## src/rtl/clock_ctrl_pkg.sv

```systemverilog
// Shared definitions for the alarm-clock mode sequencer.
//  - 3-bit state encoding and the state enum built on it
//  - mode_leds pattern for each state and a decode helper
//  - default alarm / snooze durations and the tick-counter width
//  - bit positions of the synchronized input vector used in the top level
package clock_ctrl_pkg;

  localparam int CNT_W                = 16;
  localparam int ALARM_TICKS_DEFAULT  = 12000;  // 60 s at 200 Hz
  localparam int SNOOZE_TICKS_DEFAULT = 60000;  // 5 min at 200 Hz

  localparam logic [2:0] ENC_CLOCK        = 3'd0;
  localparam logic [2:0] ENC_ADJ_CLK_HOUR = 3'd1;
  localparam logic [2:0] ENC_ADJ_CLK_MIN  = 3'd2;
  localparam logic [2:0] ENC_ADJ_ALM_HOUR = 3'd3;
  localparam logic [2:0] ENC_ADJ_ALM_MIN  = 3'd4;

  typedef enum logic [2:0] {
    ST_CLOCK        = ENC_CLOCK,
    ST_ADJ_CLK_HOUR = ENC_ADJ_CLK_HOUR,
    ST_ADJ_CLK_MIN  = ENC_ADJ_CLK_MIN,
    ST_ADJ_ALM_HOUR = ENC_ADJ_ALM_HOUR,
    ST_ADJ_ALM_MIN  = ENC_ADJ_ALM_MIN
  } state_e;

  localparam logic [3:0] LEDS_CLOCK    = 4'b0000;
  localparam logic [3:0] LEDS_CLK_HOUR = 4'b0001;
  localparam logic [3:0] LEDS_CLK_MIN  = 4'b0010;
  localparam logic [3:0] LEDS_ALM_HOUR = 4'b0100;
  localparam logic [3:0] LEDS_ALM_MIN  = 4'b1000;

  // Positions in the vector of synchronized inputs.
  localparam int IN_NUM    = 5;
  localparam int IDX_MODE  = 0;
  localparam int IDX_NEXT  = 1;
  localparam int IDX_UP    = 2;
  localparam int IDX_DOWN  = 3;
  localparam int IDX_MATCH = 4;

  function automatic logic [3:0] leds_of(input state_e s);
    case (s)
      ST_ADJ_CLK_HOUR: return LEDS_CLK_HOUR;
      ST_ADJ_CLK_MIN:  return LEDS_CLK_MIN;
      ST_ADJ_ALM_HOUR: return LEDS_ALM_HOUR;
      ST_ADJ_ALM_MIN:  return LEDS_ALM_MIN;
      default:         return LEDS_CLOCK;
    endcase
  endfunction

endpackage

```

## src/rtl/btn_sync_edge.sv

```systemverilog
// Two-flop synchronizer plus rising-edge detector for one asynchronous pin.
// Ports:
//  clk    in  sampling clock
//  rst    in  synchronous, active-high reset (clears the whole pipeline)
//  din    in  raw asynchronous input
//  level  out synchronized level (second flop)
//  pulse  out one-cycle pulse on a synchronized 0->1 transition; holding the
//             input high produces exactly one pulse
module btn_sync_edge (
  input  logic clk,
  input  logic rst,
  input  logic din,
  output logic level,
  output logic pulse
);

  // [0] metastability catcher, [1] synchronized level, [2] previous level
  logic [2:0] shift_q, shift_d;

  always_comb begin
    shift_d = {shift_q[1:0], din};
  end

  always_ff @(posedge clk) begin
    // NOTE: non-blocking so every flop samples pre-edge values; blocking
    // assignments here would make the result depend on statement order.
    if (rst) shift_q <= '0;
    else     shift_q <= shift_d;
  end

  assign level = shift_q[1];
  assign pulse = shift_q[1] & ~shift_q[2];

endmodule

```

## src/rtl/clock_mode_controller.sv

```systemverilog
// Mode sequencer for the digital alarm clock. Turns the board buttons into the
// run/adjust strobes for the clock and alarm counters, selects which time the
// display shows and drives the alarm buzzer.
// Ports (all synchronous to clk200Hz, rst is synchronous active-high):
//  btn_mode, btn_next, btn_up, btn_down  raw buttons
//  alarm_match            alarm time == clock time, asynchronous
//  en_en                  clock counter run enable (0 while adjusting clock)
//  adjust_en_min/hour     clock field adjust enables
//  adjust_alarm_en_min/hour  alarm field adjust enables
//  updown                 adjust direction, 1 = up
//  segment_display_flag   1 = show alarm time
//  alarm_on               buzzer/LED drive
//  mode_leds              one-hot adjust-field indicator, 0000 in CLOCK
// Build option: define CLOCK_CTRL_SNOOZE_EN to make btn_next snooze a ringing
// alarm for SNOOZE_TICKS cycles; otherwise btn_next dismisses like btn_mode.
module clock_mode_controller
  import clock_ctrl_pkg::*;
#(
  parameter int ALARM_TICKS  = ALARM_TICKS_DEFAULT,
  parameter int SNOOZE_TICKS = SNOOZE_TICKS_DEFAULT
) (
  input  logic       clk200Hz,
  input  logic       rst,
  input  logic       btn_mode,
  input  logic       btn_next,
  input  logic       btn_up,
  input  logic       btn_down,
  input  logic       alarm_match,
  output logic       en_en,
  output logic       adjust_en_min,
  output logic       adjust_en_hour,
  output logic       adjust_alarm_en_min,
  output logic       adjust_alarm_en_hour,
  output logic       updown,
  output logic       segment_display_flag,
  output logic       alarm_on,
  output logic [3:0] mode_leds
);

  localparam logic [CNT_W-1:0] RING_LOAD = CNT_W'(ALARM_TICKS - 1);
`ifdef CLOCK_CTRL_SNOOZE_EN
  localparam logic [CNT_W-1:0] SNOOZE_LOAD = CNT_W'(SNOOZE_TICKS - 1);
`else
  localparam int unused_snooze_ticks = SNOOZE_TICKS;
`endif

  // ---------------- input synchronization ----------------
  logic [IN_NUM-1:0] pin_vec, level_vec, pulse_vec;

  assign pin_vec = {alarm_match, btn_down, btn_up, btn_next, btn_mode};

  for (genvar i = 0; i < IN_NUM; i++) begin : g_sync
    btn_sync_edge u_sync (
      .clk   (clk200Hz),
      .rst   (rst),
      .din   (pin_vec[i]),
      .level (level_vec[i]),
      .pulse (pulse_vec[i])
    );
  end

  // Up/down are used as levels; mode/next/match only as edges.
  logic unused_sync;
  assign unused_sync = ^{level_vec[IDX_MODE], level_vec[IDX_NEXT],
                         level_vec[IDX_MATCH], pulse_vec[IDX_UP],
                         pulse_vec[IDX_DOWN]};

  logic mode_p, next_p, up_s, down_s, match_p;
  assign mode_p  = pulse_vec[IDX_MODE];
  assign next_p  = pulse_vec[IDX_NEXT];
  assign up_s    = level_vec[IDX_UP];
  assign down_s  = level_vec[IDX_DOWN];
  assign match_p = pulse_vec[IDX_MATCH];

  // ---------------- state ----------------
  state_e           state_q, state_d;
  logic             updown_q, updown_d;
  logic             alarm_on_q, alarm_on_d;
  logic [CNT_W-1:0] ring_cnt_q, ring_cnt_d;
`ifdef CLOCK_CTRL_SNOOZE_EN
  logic             snooze_pend_q, snooze_pend_d;
  logic [CNT_W-1:0] snooze_cnt_q, snooze_cnt_d;
`endif

  logic in_alm_adj, in_clk_adj, alarm_start, mode_taken, next_taken;

  assign in_alm_adj  = (state_q == ST_ADJ_ALM_HOUR) || (state_q == ST_ADJ_ALM_MIN);
  assign in_clk_adj  = (state_q == ST_ADJ_CLK_HOUR) || (state_q == ST_ADJ_CLK_MIN);
  // A match while the alarm itself is being edited is dropped, not deferred.
  assign alarm_start = match_p && !in_alm_adj;

  always_comb begin
    // NOTE: every variable gets a default first; a path that leaves one
    // unassigned would infer a latch.
    state_d    = state_q;
    updown_d   = updown_q;
    alarm_on_d = alarm_on_q;
    ring_cnt_d = ring_cnt_q;
`ifdef CLOCK_CTRL_SNOOZE_EN
    snooze_pend_d = snooze_pend_q;
    snooze_cnt_d  = snooze_cnt_q;
`endif
    mode_taken = 1'b0;
    next_taken = 1'b0;

    // Direction remembers the last unambiguous request.
    if (up_s && !down_s)      updown_d = 1'b1;
    else if (down_s && !up_s) updown_d = 1'b0;

    // Alarm: a fresh start wins over a same-cycle button, which then acts
    // on the FSM instead of dismissing.
    if (alarm_start) begin
      alarm_on_d = 1'b1;
      ring_cnt_d = RING_LOAD;
`ifdef CLOCK_CTRL_SNOOZE_EN
      snooze_pend_d = 1'b0;
`endif
    end else if (alarm_on_q) begin
      if (mode_p) begin
        alarm_on_d = 1'b0;
        ring_cnt_d = '0;
        mode_taken = 1'b1;
      end else if (next_p) begin
        alarm_on_d = 1'b0;
        ring_cnt_d = '0;
        next_taken = 1'b1;
`ifdef CLOCK_CTRL_SNOOZE_EN
        snooze_pend_d = 1'b1;
        snooze_cnt_d  = SNOOZE_LOAD;
`endif
      end else if (ring_cnt_q == '0) begin
        alarm_on_d = 1'b0;
      end else begin
        ring_cnt_d = ring_cnt_q - CNT_W'(1);
      end
    end
`ifdef CLOCK_CTRL_SNOOZE_EN
    else if (snooze_pend_q) begin
      if (mode_p) begin
        snooze_pend_d = 1'b0;
        mode_taken    = 1'b1;
      end else if (snooze_cnt_q == '0) begin
        snooze_pend_d = 1'b0;
        alarm_on_d    = 1'b1;
        ring_cnt_d    = RING_LOAD;
      end else begin
        snooze_cnt_d = snooze_cnt_q - CNT_W'(1);
      end
    end
`endif

    // Mode sequencing; presses used by the alarm never reach the FSM.
    if (mode_p && !mode_taken) begin
      if (state_q == ST_CLOCK) state_d = ST_ADJ_CLK_HOUR;
      else                     state_d = ST_CLOCK;
    end else if (next_p && !next_taken) begin
      case (state_q)
        ST_ADJ_CLK_HOUR: state_d = ST_ADJ_CLK_MIN;
        ST_ADJ_CLK_MIN:  state_d = ST_ADJ_ALM_HOUR;
        ST_ADJ_ALM_HOUR: state_d = ST_ADJ_ALM_MIN;
        ST_ADJ_ALM_MIN:  state_d = ST_ADJ_CLK_HOUR;
        default:         state_d = state_q;
      endcase
    end
  end

  always_ff @(posedge clk200Hz) begin
    if (rst) begin
      state_q    <= ST_CLOCK;
      updown_q   <= 1'b1;
      alarm_on_q <= 1'b0;
      ring_cnt_q <= '0;
`ifdef CLOCK_CTRL_SNOOZE_EN
      snooze_pend_q <= 1'b0;
      snooze_cnt_q  <= '0;
`endif
    end else begin
      state_q    <= state_d;
      updown_q   <= updown_d;
      alarm_on_q <= alarm_on_d;
      ring_cnt_q <= ring_cnt_d;
`ifdef CLOCK_CTRL_SNOOZE_EN
      snooze_pend_q <= snooze_pend_d;
      snooze_cnt_q  <= snooze_cnt_d;
`endif
    end
  end

  // ---------------- outputs ----------------
  logic adj_req;
  assign adj_req = up_s ^ down_s;  // both or neither held: no adjust

  assign en_en                = !in_clk_adj;  // clock keeps running during alarm edit
  assign segment_display_flag = in_alm_adj;
  assign adjust_en_hour       = adj_req && (state_q == ST_ADJ_CLK_HOUR);
  assign adjust_en_min        = adj_req && (state_q == ST_ADJ_CLK_MIN);
  assign adjust_alarm_en_hour = adj_req && (state_q == ST_ADJ_ALM_HOUR);
  assign adjust_alarm_en_min  = adj_req && (state_q == ST_ADJ_ALM_MIN);
  assign updown               = updown_q;
  assign alarm_on             = alarm_on_q;
  assign mode_leds            = leds_of(state_q);

endmodule

```

## config.mk

```make
export PLATFORM = sky130hd
export DESIGN_NAME = clock_mode_controller
export DESIGN_NICKNAME = d
export VERILOG_FILES = /design/src/rtl/clock_ctrl_pkg.sv /design/src/rtl/btn_sync_edge.sv /design/src/rtl/clock_mode_controller.sv
export SDC_FILE = /design/constraint.sdc
export NUM_CORES = 1
export LEC_CHECK = 0
export ABC_AREA = 1
export CAP_MARGIN = 20
export CORE_MARGIN = 3
export CORE_UTILIZATION = 40
export CTS_CLUSTER_SIZE = 30
export DETAILED_ROUTE_END_ITERATION = 12
export PLACE_DENSITY_LB_ADDON = 0.12
export SYNTH_ARGS = -nofsm -noshare
export SYNTH_HDL_FRONTEND = slang
export SYNTH_HIERARCHICAL = 1
export SYNTH_SLANG_ARGS = --single-unit
```

## constraint.sdc

```tcl
create_clock -name clk200Hz -period 1.7 [get_ports clk200Hz]
set_input_delay 0.17 -clock clk200Hz [delete_from_list [all_inputs] [get_ports clk200Hz]]
set_output_delay 0.17 -clock clk200Hz [all_outputs]
set_load 0.05 [all_outputs]
```

# == After elaboration in Yosys (flattened, before gate mapping) ==
# Cells that the tools add are included.
# totals
ff_bits,34
output_inout_bits,12
# classes
n_addsub,1
eq_ne,6
mux,22
bitwise_logic,7
n_reduce_logical,27
# ops
op,count
$mux W16,3
$mux W14,2
$logic_not A16 Y1,1
$pmux W4 S4,1
$sub A16 B1 Y16 const B,1
$mux W1,13
$pmux W3 S4,1
$logic_and A1 B1 Y1,9
$eq A3 B2 Y1 const B,2
$logic_not A1 Y1,6
$mux W3,2
$reduce_and A2 Y1,3
$reduce_bool A5 Y1,1
$ne A4 B4 Y1 const B,1
$reduce_bool A2 Y1,2
$reduce_or A2 Y1,2
$and A1 B1 Y1,3
$eq A3 B1 Y1 const B,1
$eq A3 B3 Y1 const B,1
$logic_not A3 Y1,1
$ne A3 B3 Y1 const B,1
$not A1 Y1,3
$logic_or A1 B1 Y1,2
$xor A1 B1 Y1,1

# == Longest topological paths before layout ==
# Gate-level depths: netlist of run 1.
# depth
ltp_word,10
depth_mapped,10

# == By module ==
# Netlist of run 1, hierarchy kept.
# by_module_without_submodules
mod,n_inst,cells_per_inst,area_each_um2
clock_mode_controller,1,245,1526.5
btn_sync_edge,5,10,86.3

# == Worst setup path after synthesis of run 1 ==
# OpenSTA, ideal clock, no wires.
# synth_path
kind,reg2out
from,reg state_q[0]
to,out adjust_en_hour
arrival_ns,2.378
path_slack_ns,-0.848
path_stages_with_launch,5
n_path_buf,0
cell_sequence,dfxtp_1 inv_1 nor3_1 inv_1 nor2_1
# synth_via
elab_chain_len,2
# synth_rtl
item,line,text
"start, declared",clock_mode_controller.sv:76,"state_e state_q, state_d;"
"start signal, assigned",clock_mode_controller.sv:178,state_q <= state_d;
$eq A3 B1 Y1,clock_mode_controller.sv:195,assign adjust_en_hour = adj_req && (state_q == ST_ADJ_CLK_HOUR);
$logic_and A1 B1 Y1,clock_mode_controller.sv:195,
"end, declared",clock_mode_controller.sv:31,"output logic adjust_en_hour,"
# No other way between the ends.

# == Worst setup path in the final report of run 1 ==
# layout_path
from,"reg updown_q, in the netlist updown"
to,out updown
# layout_lines
item,line,text
"start, declared",clock_mode_controller.sv:77,"logic updown_q, updown_d;"
"start signal, assigned",clock_mode_controller.sv:179,updown_q <= updown_d;
"end, declared",clock_mode_controller.sv:34,"output logic updown,"
# No word-level cell between the ends.

==> impl_metrics.tcl, run 1 <==
set metrics [dict create \
    relSlewSlack_pct 67.1 \
    hold_viol 0 \
    grt_max_degree 18 \
    crit_family "buffers and inverters" \
    fillCellCount 450 \
    area_growth_pct 26.1 \
    finClkSkew_ns 0.00663 \
    clkTransAtPathRegs_ns 0.08 \
    criticalPathCategory "reg2out" \
    start_util_pct 42.4 \
    dieHeight_um 74.8 \
    crit_path_cell_trace "clkdlybuf4s50_1" \
    rsz0062_at_grt "no" \
    fmax_ghz 0.629 \
    route.antenna.remaining_nets 0 \
    seqCellArea_um2 682 \
    dr.first_iter.drc_count 135 \
    worst_setup_path_start_kind "flip-flop" \
    wirelength_mm 4.14 \
    synth_nets 298 \
    met2_usage_pct 27.5 \
    fp.dieW_um 74.8 \
    finalSetupViolations 0 \
    multi_input_area_um2 1010 \
    core-area_um2 4470 \
    antenna_found_initial 0 \
    drc 0 \
    globalRouteMet3Util_pct 5.61 \
    drive_above_1_share_pct 18.3 \
    grt_pass1_vias 1625 \
    boundaryPins 19 \
    dp_hpwl_mm 3.16 \
    p_per_area_nw_per_um2 909 \
    fin_crit_sh_pct 93.5 \
    ir_drop_mv 0.432 \
    crit_arrival_ns 1.42 \
    clock_latency_ns 0.29 \
    end_kind "output port" \
    rows 24 \
    drv_slew 0 \
    portBuffers 18 \
    grt_overflow 0 \
    mostFrequentLayoutCells "nand2_1, nor2_1, inv_1" \
    syn_inst 287 \
    utilization_pct 53.4 \
    cp_slowest_stage_delay_ns 0.80 \
    busiest_layer "met2" \
    grt_usage_pct 16.6 \
    gp_congestion 0.897 \
    cts_tree "done" \
    cp_slowest_cell "clkdlybuf4s50_1" \
    use_met1_pct 19.9 \
    p_total_w 0.00217 \
    setup_tns_ns 0 \
    drt-wirelength-per-cell_um 11.2 \
    synth_area_per_cell_um2 6.60 \
    status "completed" \
    vias 1763 \
    min_period_ns 1.59 \
    cts_root_buf "clkbuf_8" \
    insertedDiodeCount 0 \
    dieArea_um2 5600 \
    crit_required_ns 1.53 \
    cts_num_sinks 34 \
    p_leak_nw 1.19 \
    worst_pin_slew_ns 0.491 \
    vias_per_cell 4.78 \
    drt_pass1_iterations 4 \
    critPathBufInv 1 \
    cp_max_fo 2 \
    final_common_cell "nand2_1" \
    hp-class "in2reg" \
    fin_nets 327 \
    grt_pass1_wl_mm 7.20 \
    cts_max_level 2 \
    cts_buffer_depth 2 \
    yosysWarnings 6 \
    numCtsBuffers 5 \
    drv_cap 0 \
    syn_area_um2 1900 \
]
per-layer routing:
| metal | routed length [µm] | vias up |
|---|---|---|
| met5 | 0 | - |
| met4 | 96 | 0 |
| met3 | 239 | 12 |
| met2 | 1940 | 42 |
| met1 | 1870 | 777 |
| li1 | - | 932 |
final timing paths:
kind	depth (start not counted)	end	slack, ns	from
max reg2reg	10	ring_cnt_q[10]	0.20	ring_cnt_q[0]
max	1	updown	0.11	updown
min reg2reg	2	g_sync[2].u_sync/shift_q[1]	0.40	g_sync[2].u_sync/shift_q[0]
min	3	g_sync[1].u_sync/shift_q[0]	0.39	btn_next
report_power, final:
group	total, W	leakage (nW)	switching [W]	internal (W)
sequential	0.000874	0.279	0.0000360	0.000838
clock	0.000763	0.0504	0.000326	0.000436
combinational	0.000538	0.861	0.000336	0.000203
total	0.00217	1.19	0.000698	0.00148
cell type report:
class	instances	share of cell area, %
Clock inverter	3	1.88
Inverter	49	7.69
Clock buffer	5	2.88
Multi-Input combinational cell	200	42.2
Tap cell	52	2.72
Timing Repair Buffer	26	14.1
Sequential cell	34	28.5
flip-flops by register name (all words and copies together), names as in the netlist:
register	count
alarm_on	1
g_sync.u_sync/shift_q	13
ring_cnt_q	16
state_q	3
updown	1
timing repair:
action                                  4_1_cts  5_1_grt
gates resized for setup                       0        2
setup buffers                                 0        0
endpoints found under the setup margin        0        2
hold buffers                                  0        0
stage by stage:
step	setup WS [ns]	std cells	cell area, µm²	hold WS, ns
global route	0.0216	369	2390	0.404
CTS	0.0836	369	2380	0.382
detailed placement	0.140	361	2270	0.396
global placement	0.188	361	2270	0.389
finish	0.110	369	2390	0.393
floorplan	0.0700	287	1910	0.241
No activity file was read; power rests on OpenSTA's default activity.
==> run 2: changes to the inputs <==
SYNTH_HIERARCHICAL = unset   (was 1)
==> run 2 against run 1 <==
  * Maximum frequency down 0.86%
  * Worst hold slack better by 0.00067 ns
  * Utilization rose by 0.59 points
  * Critical path type unchanged
==> impl_metrics.tcl, run 2 <==
set metrics [dict create \
    status "completed" \
    portBuffers 18 \
    gp_congestion 0.872 \
    syn_inst 281 \
    grt_pass1_vias 1539 \
    final_common_cell "nor2_1" \
    min_period_ns 1.60 \
    drt_pass1_iterations 4 \
    vias 1760 \
    synth_commonest_cells "nor2_1, nand2_1, inv_1" \
    drive_above_1_share_pct 15.5 \
    synth_area_per_cell_um2 6.59 \
    grt_overflow 0 \
    synthAdderAreaFrac_pct 2.70 \
    regMostFlops "ring_cnt_q" \
    netlist_top_cells_area "dfxtp_1, nor2_1, nand2_1" \
    drt-wirelength-per-cell_um 11.8 \
    yosysWarnings 0 \
    clock_latency_ns 0.29 \
    criticalPathCategory "reg2out" \
    dieArea_um2 5480 \
    hp-class "in2reg" \
    grt_pass1_wl_mm 7.08 \
    rows 24 \
    cp_max_fo 2 \
    syn_area_um2 1850 \
    dieHeight_um 74.0 \
    critPathBufInv 1 \
    cts_hold_buf 0 \
    p_leak_nw 1.16 \
    cts_max_level 2 \
    cts_tree "done" \
    grt_max_degree 22 \
    crit_required_ns 1.53 \
    crit_path_cell_trace "clkdlybuf4s50_1" \
    drv_cap 0 \
    cts_buffer_depth 2 \
    hold_viol 0 \
    largest_reg_flops 16 \
    crit_arrival_ns 1.43 \
    start_util_pct 42.0 \
    yosysTopAreaCell "dfxtp_1" \
    rsz0062_at_grt "yes" \
    boundaryPins 19 \
    synth_top_family_by_area "simple AND/OR/NAND/NOR gates" \
    synth_nets 292 \
    crit_family "buffers and inverters" \
    end_kind "output port" \
    synth-seq-cells 34 \
    finClkSkew_ns 0.00234 \
    wirelength_mm 4.27 \
    detailedPlace.worstSlack_ns 0.137 \
    vias_per_cell 4.86 \
    place_inst 350 \
    worst_setup_path_start_kind "flip-flop" \
    ys_seq_area_share_pct 36.8 \
    synth_xor_xnor_area_share_pct 0.946 \
    fin_cells 362 \
    relSlewSlack_pct 67.2 \
    p_per_area_nw_per_um2 1000 \
    fp.dieW_um 74.0 \
    fin_crit_sh_pct 94.3 \
    synth_mux_area_share_pct 0 \
    drv_slew 0 \
    clkTransAtPathRegs_ns 0.07 \
    cp_slowest_stage_delay_ns 0.80 \
    reg_top3 "ring_cnt_q (16), g_sync.u_sync.shift_q (13), state_q (3)" \
    insertedDiodeCount 0 \
    mostFrequentLayoutCells "nor2_1, nand2_1, inv_1" \
    dp_hpwl_mm 3.14 \
    drc 0 \
    cts_root_buf "clkbuf_8" \
    ir_drop_mv 0.476 \
    cp_slowest_cell "clkdlybuf4s50_1" \
    ys.flop_type "dfxtp_1" \
    cts_num_sinks 34 \
    grt_usage_pct 16.6 \
    synth_compound_area_share_pct 8.04 \
    postPlaceCellArea_um2 2190 \
    postSynth.asyncResetShare_pct 0 \
    antenna_found_initial 0 \
    synthDistinctLibCells 27 \
    worst_pin_slew_ns 0.490 \
    fmax_ghz 0.624 \
    finalSetupViolations 0 \
    numCtsBuffers 5 \
    yosysMostFrequentCell "nor2_1" \
    synth-simple-area-share_pct 39.3 \
    synth_top_area_share_pct 36.8 \
    synth-edff-count 0 \
    route.antenna.remaining_nets 0 \
    area_growth_pct 28.8 \
    core-area_um2 4410 \
    fin_nets 320 \
    dr.first_iter.drc_count 112 \
    final_cell_area_um2 2380 \
    setup_ws_ns 0.0966 \
]
## run 2: power breakdown
group	internal, W	switching, W
Clock	0.000588	0.000320
Combinational	0.000230	0.000378
Sequential	0.000840	0.0000386
Total	0.00166	0.000737
## run 2: per-stage QoR
step,total power (W),util (%),hold WS (ns),TNS (ns)
final,0.00239,54.0,0.394,0
after global routing,0.00253,54.0,0.399,-0.0460
after CTS,0.00236,52.7,0.388,0
after detailed placement,0.00146,49.6,0.393,0
after global placement,0.00145,49.6,0.389,0
after floorplan,0.00131,-,0.277,0
## run 2: cell type report
type / instances / area [µm²]
Timing Repair Buffer: 28 / 353
Sequential cell: 34 / 681
Clock inverter: 3 / 68.8
Tap cell: 52 / 65.1
Clock buffer: 5 / 68.8
Inverter: 47 / 176
Fill cell: 434 / 2030
Multi-Input combinational cell: 193 / 972
## run 2: logic make-up after synthesis
family                     after synthesis
xor gates and xnor gates                 2
adders and majority gates                4
AOI/OAI and AO/OA                       28
buffers and inverters                   54
DFF                                     34
and+or+nand+nor                        159
## run 2: worst paths after layout
kind | startpoint | end | slack, ns | cells after the start
setup / recovery | updown | updown | 0.1 | 1
hold / removal | btn_mode | g_sync[0].u_sync.shift_q[0] | 0.39 | 3
setup reg to reg | state_q[1] | ring_cnt_q[1] | 0.18 | 7
hold reg to reg | g_sync[4].u_sync.shift_q[0] | g_sync[4].u_sync.shift_q[1] | 0.40 | 2
## run 2: per-layer routing
metal  vias up  track usage [%]  part of all wire (%)
li1        930                -                     -
met1       793             23.9                    50
met2        31             23.7                    44
met3         6             4.19                   4.5
met4         0             6.64                   1.3
met5         -                0                     0
## run 2: repair_timing
action	4_1_cts	5_1_grt
resized for setup	0	5
setup buffers	0	4
endpoints found under the setup margin	0	9
==> run 3: changes to the inputs <==
CORE_UTILIZATION = 50   (was 40)
==> run 3 against run 2 <==
  * Global-route usage increased by 5.3 points
  * Wire length up 1.9%
  * Power grew 0.18%
  * Sequential share of layout area is 0.082 points lower
  * Maximum frequency about the same
  * Worst setup slack worse by 0.0013 ns
  * Utilization increased by 16 points
  * First-iteration DRC count rose by 54%
  * Final area grew 0.47%
  * Die area is 18% lower
  * Non-clock buffer count increased by 2
  * Critical path type unchanged
  * Clock power up 0.7%
==> impl_metrics.tcl, run 3 (synthesized netlist as in run 2, its figures left out) <==
set metrics [dict create \
    grt_usage_pct 21.9 \
    status "completed" \
    numCtsBuffers 5 \
    postPlaceCellArea_um2 2240 \
    r2r-end "ring_cnt_q[8]" \
    wl_met2_mm 1.90 \
    clkTransAtPathRegs_ns 0.08 \
    portBuffers 18 \
    mostFrequentLayoutCells "nor2_1, nand2_1, inv_1" \
    p_per_area_nw_per_um2 1000 \
    cts_buffer_depth 2 \
    insertedDiodeCount 0 \
    cts_root_buf "clkbuf_8" \
    reg_top3 "ring_cnt_q (16), g_sync.u_sync.shift_q (13), state_q (3)" \
    drt_pass1_iterations 5 \
    final_cell_area_um2 2400 \
    cp_max_fo 2 \
    fp.dieW_um 66.9 \
    drt-wirelength-per-cell_um 12.1 \
    core-area_um2 3440 \
    hold_end "g_sync[1].u_sync.shift_q[0]" \
    boundaryPins 19 \
    grt_pass1_wl_mm 7.43 \
    place_inst 350 \
    drc 0 \
    fin_crit_sh_pct 94.4 \
    fin_nets 322 \
    r2r_setup_slack_ns 0.15 \
    cts_max_level 2 \
    holdPathStages 3 \
    dp_hpwl_mm 3.25 \
    largest_reg_flops 16 \
    worst_pin_slew_ns 0.492 \
    cts_tree "done" \
    route.antenna.remaining_nets 0 \
    p_leak_nw 1.17 \
    grt_overflow 0 \
    rr_worst_depth 9 \
    drv_slew 0 \
    min_from "btn_next" \
    rr_startpoint "ring_cnt_q[13]" \
    setup_ws_ns 0.0952 \
    ir_drop_mv 0.601 \
    hold_viol 0 \
    dr.max_layer_used "met4" \
    clock_latency_ns 0.29 \
    cp_slowest_cell "clkdlybuf4s50_1" \
    finalSetupViolations 0 \
    crit_arrival_ns 1.43 \
    setup_tns_ns 0 \
    finClkSkew_ns 0.00609 \
    detailedPlace.worstSlack_ns 0.113 \
    grt_pass1_vias 1654 \
    dr.first_iter.drc_count 172 \
    wl_met3_um 388 \
    vias 1823 \
    gp_congestion 0.933 \
    critPathBufInv 1 \
    crit_required_ns 1.53 \
    cp_slowest_stage_delay_ns 0.80 \
    crit_family "buffers and inverters" \
    dieHeight_um 66.9 \
    relSlewSlack_pct 67.1 \
    wirelength_mm 4.35 \
    worst_setup_path_start_kind "flip-flop" \
    fmax_ghz 0.623 \
    utilization_pct 69.6 \
    hp-class "in2reg" \
    cts_hold_buf 0 \
    wirelength_met1_mm 1.99 \
    grt_max_degree 22 \
    crit_path_cell_trace "clkdlybuf4s50_1" \
    regMostFlops "ring_cnt_q" \
    fin_cells 358 \
    rsz0062_at_grt "yes" \
    dieArea_um2 4470 \
    drive_above_1_share_pct 16.0 \
    antenna_found_initial 0 \
    min_period_ns 1.60 \
    area_growth_pct 29.4 \
    end_kind "output port" \
    final_common_cell "nor2_1" \
    cts_num_sinks 34 \
    criticalPathCategory "reg2out" \
    vias_per_cell 5.09 \
    rows 21 \
    drv_cap 0 \
    start_util_pct 53.8 \
]
==> run 3: cell count changes in the layout (fill, tap and decap cells not counted), sizes merged <==
cell,change
buf,+2
==> run 3: layout make-up <==
| class | instances | area [µm²] |
|---|---|---|
| Clock buffer | 5 | 68.8 |
| Clock inverter | 3 | 68.8 |
| Fill cell | 298 | 1050 |
| Inverter | 47 | 176 |
| Multi-Input combinational cell | 193 | 975 |
| Sequential cell | 34 | 682 |
| Tap cell | 46 | 57.6 |
| Timing Repair Buffer | 30 | 368 |
==> run 3: how the worst max path moves through the flow <==
stage	startpoint	endpoint	cells after the start
after floorplan	state_q[0]	adjust_en_hour	4
final	updown	updown	1
after CTS	ring_cnt_q[0]	ring_cnt_q[8]	12
after global routing	ring_cnt_q[0]	ring_cnt_q[8]	12
after detailed placement	ring_cnt_q[0]	ring_cnt_q[5]	13
after global placement	state_q[1]	ring_cnt_q[12]	7
==> run 3: stage by stage <==
stage,hold slack [ns],power [W]
after floorplan,0.277,0.00131
after global placement,0.389,0.00147
after detailed placement,0.394,0.00148
after CTS,0.394,0.00239
after global routing,0.409,0.00253
final,0.395,0.00240
==> run 3: repair_timing <==
action | in CTS | in global routing
gates resized for setup | 0 | 6
buffers inserted | 0 | 0
endpoints found under the setup margin | 0 | 9
==> run 3: per-layer routing <==
metal / track usage, % / vias to the layer above
met3: 5.73 / 8
met4: 8.10 / 0
met2: 32.5 / 70
met1: 30.3 / 810
li1: - / 935
met5: 0 / -
==> run 3: where the power goes <==
| part | internal (W) | switching, W |
|---|---|---|
| combinational | 0.000229 | 0.000378 |
| clock | 0.000588 | 0.000325 |
| sequential | 0.000840 | 0.0000386 |
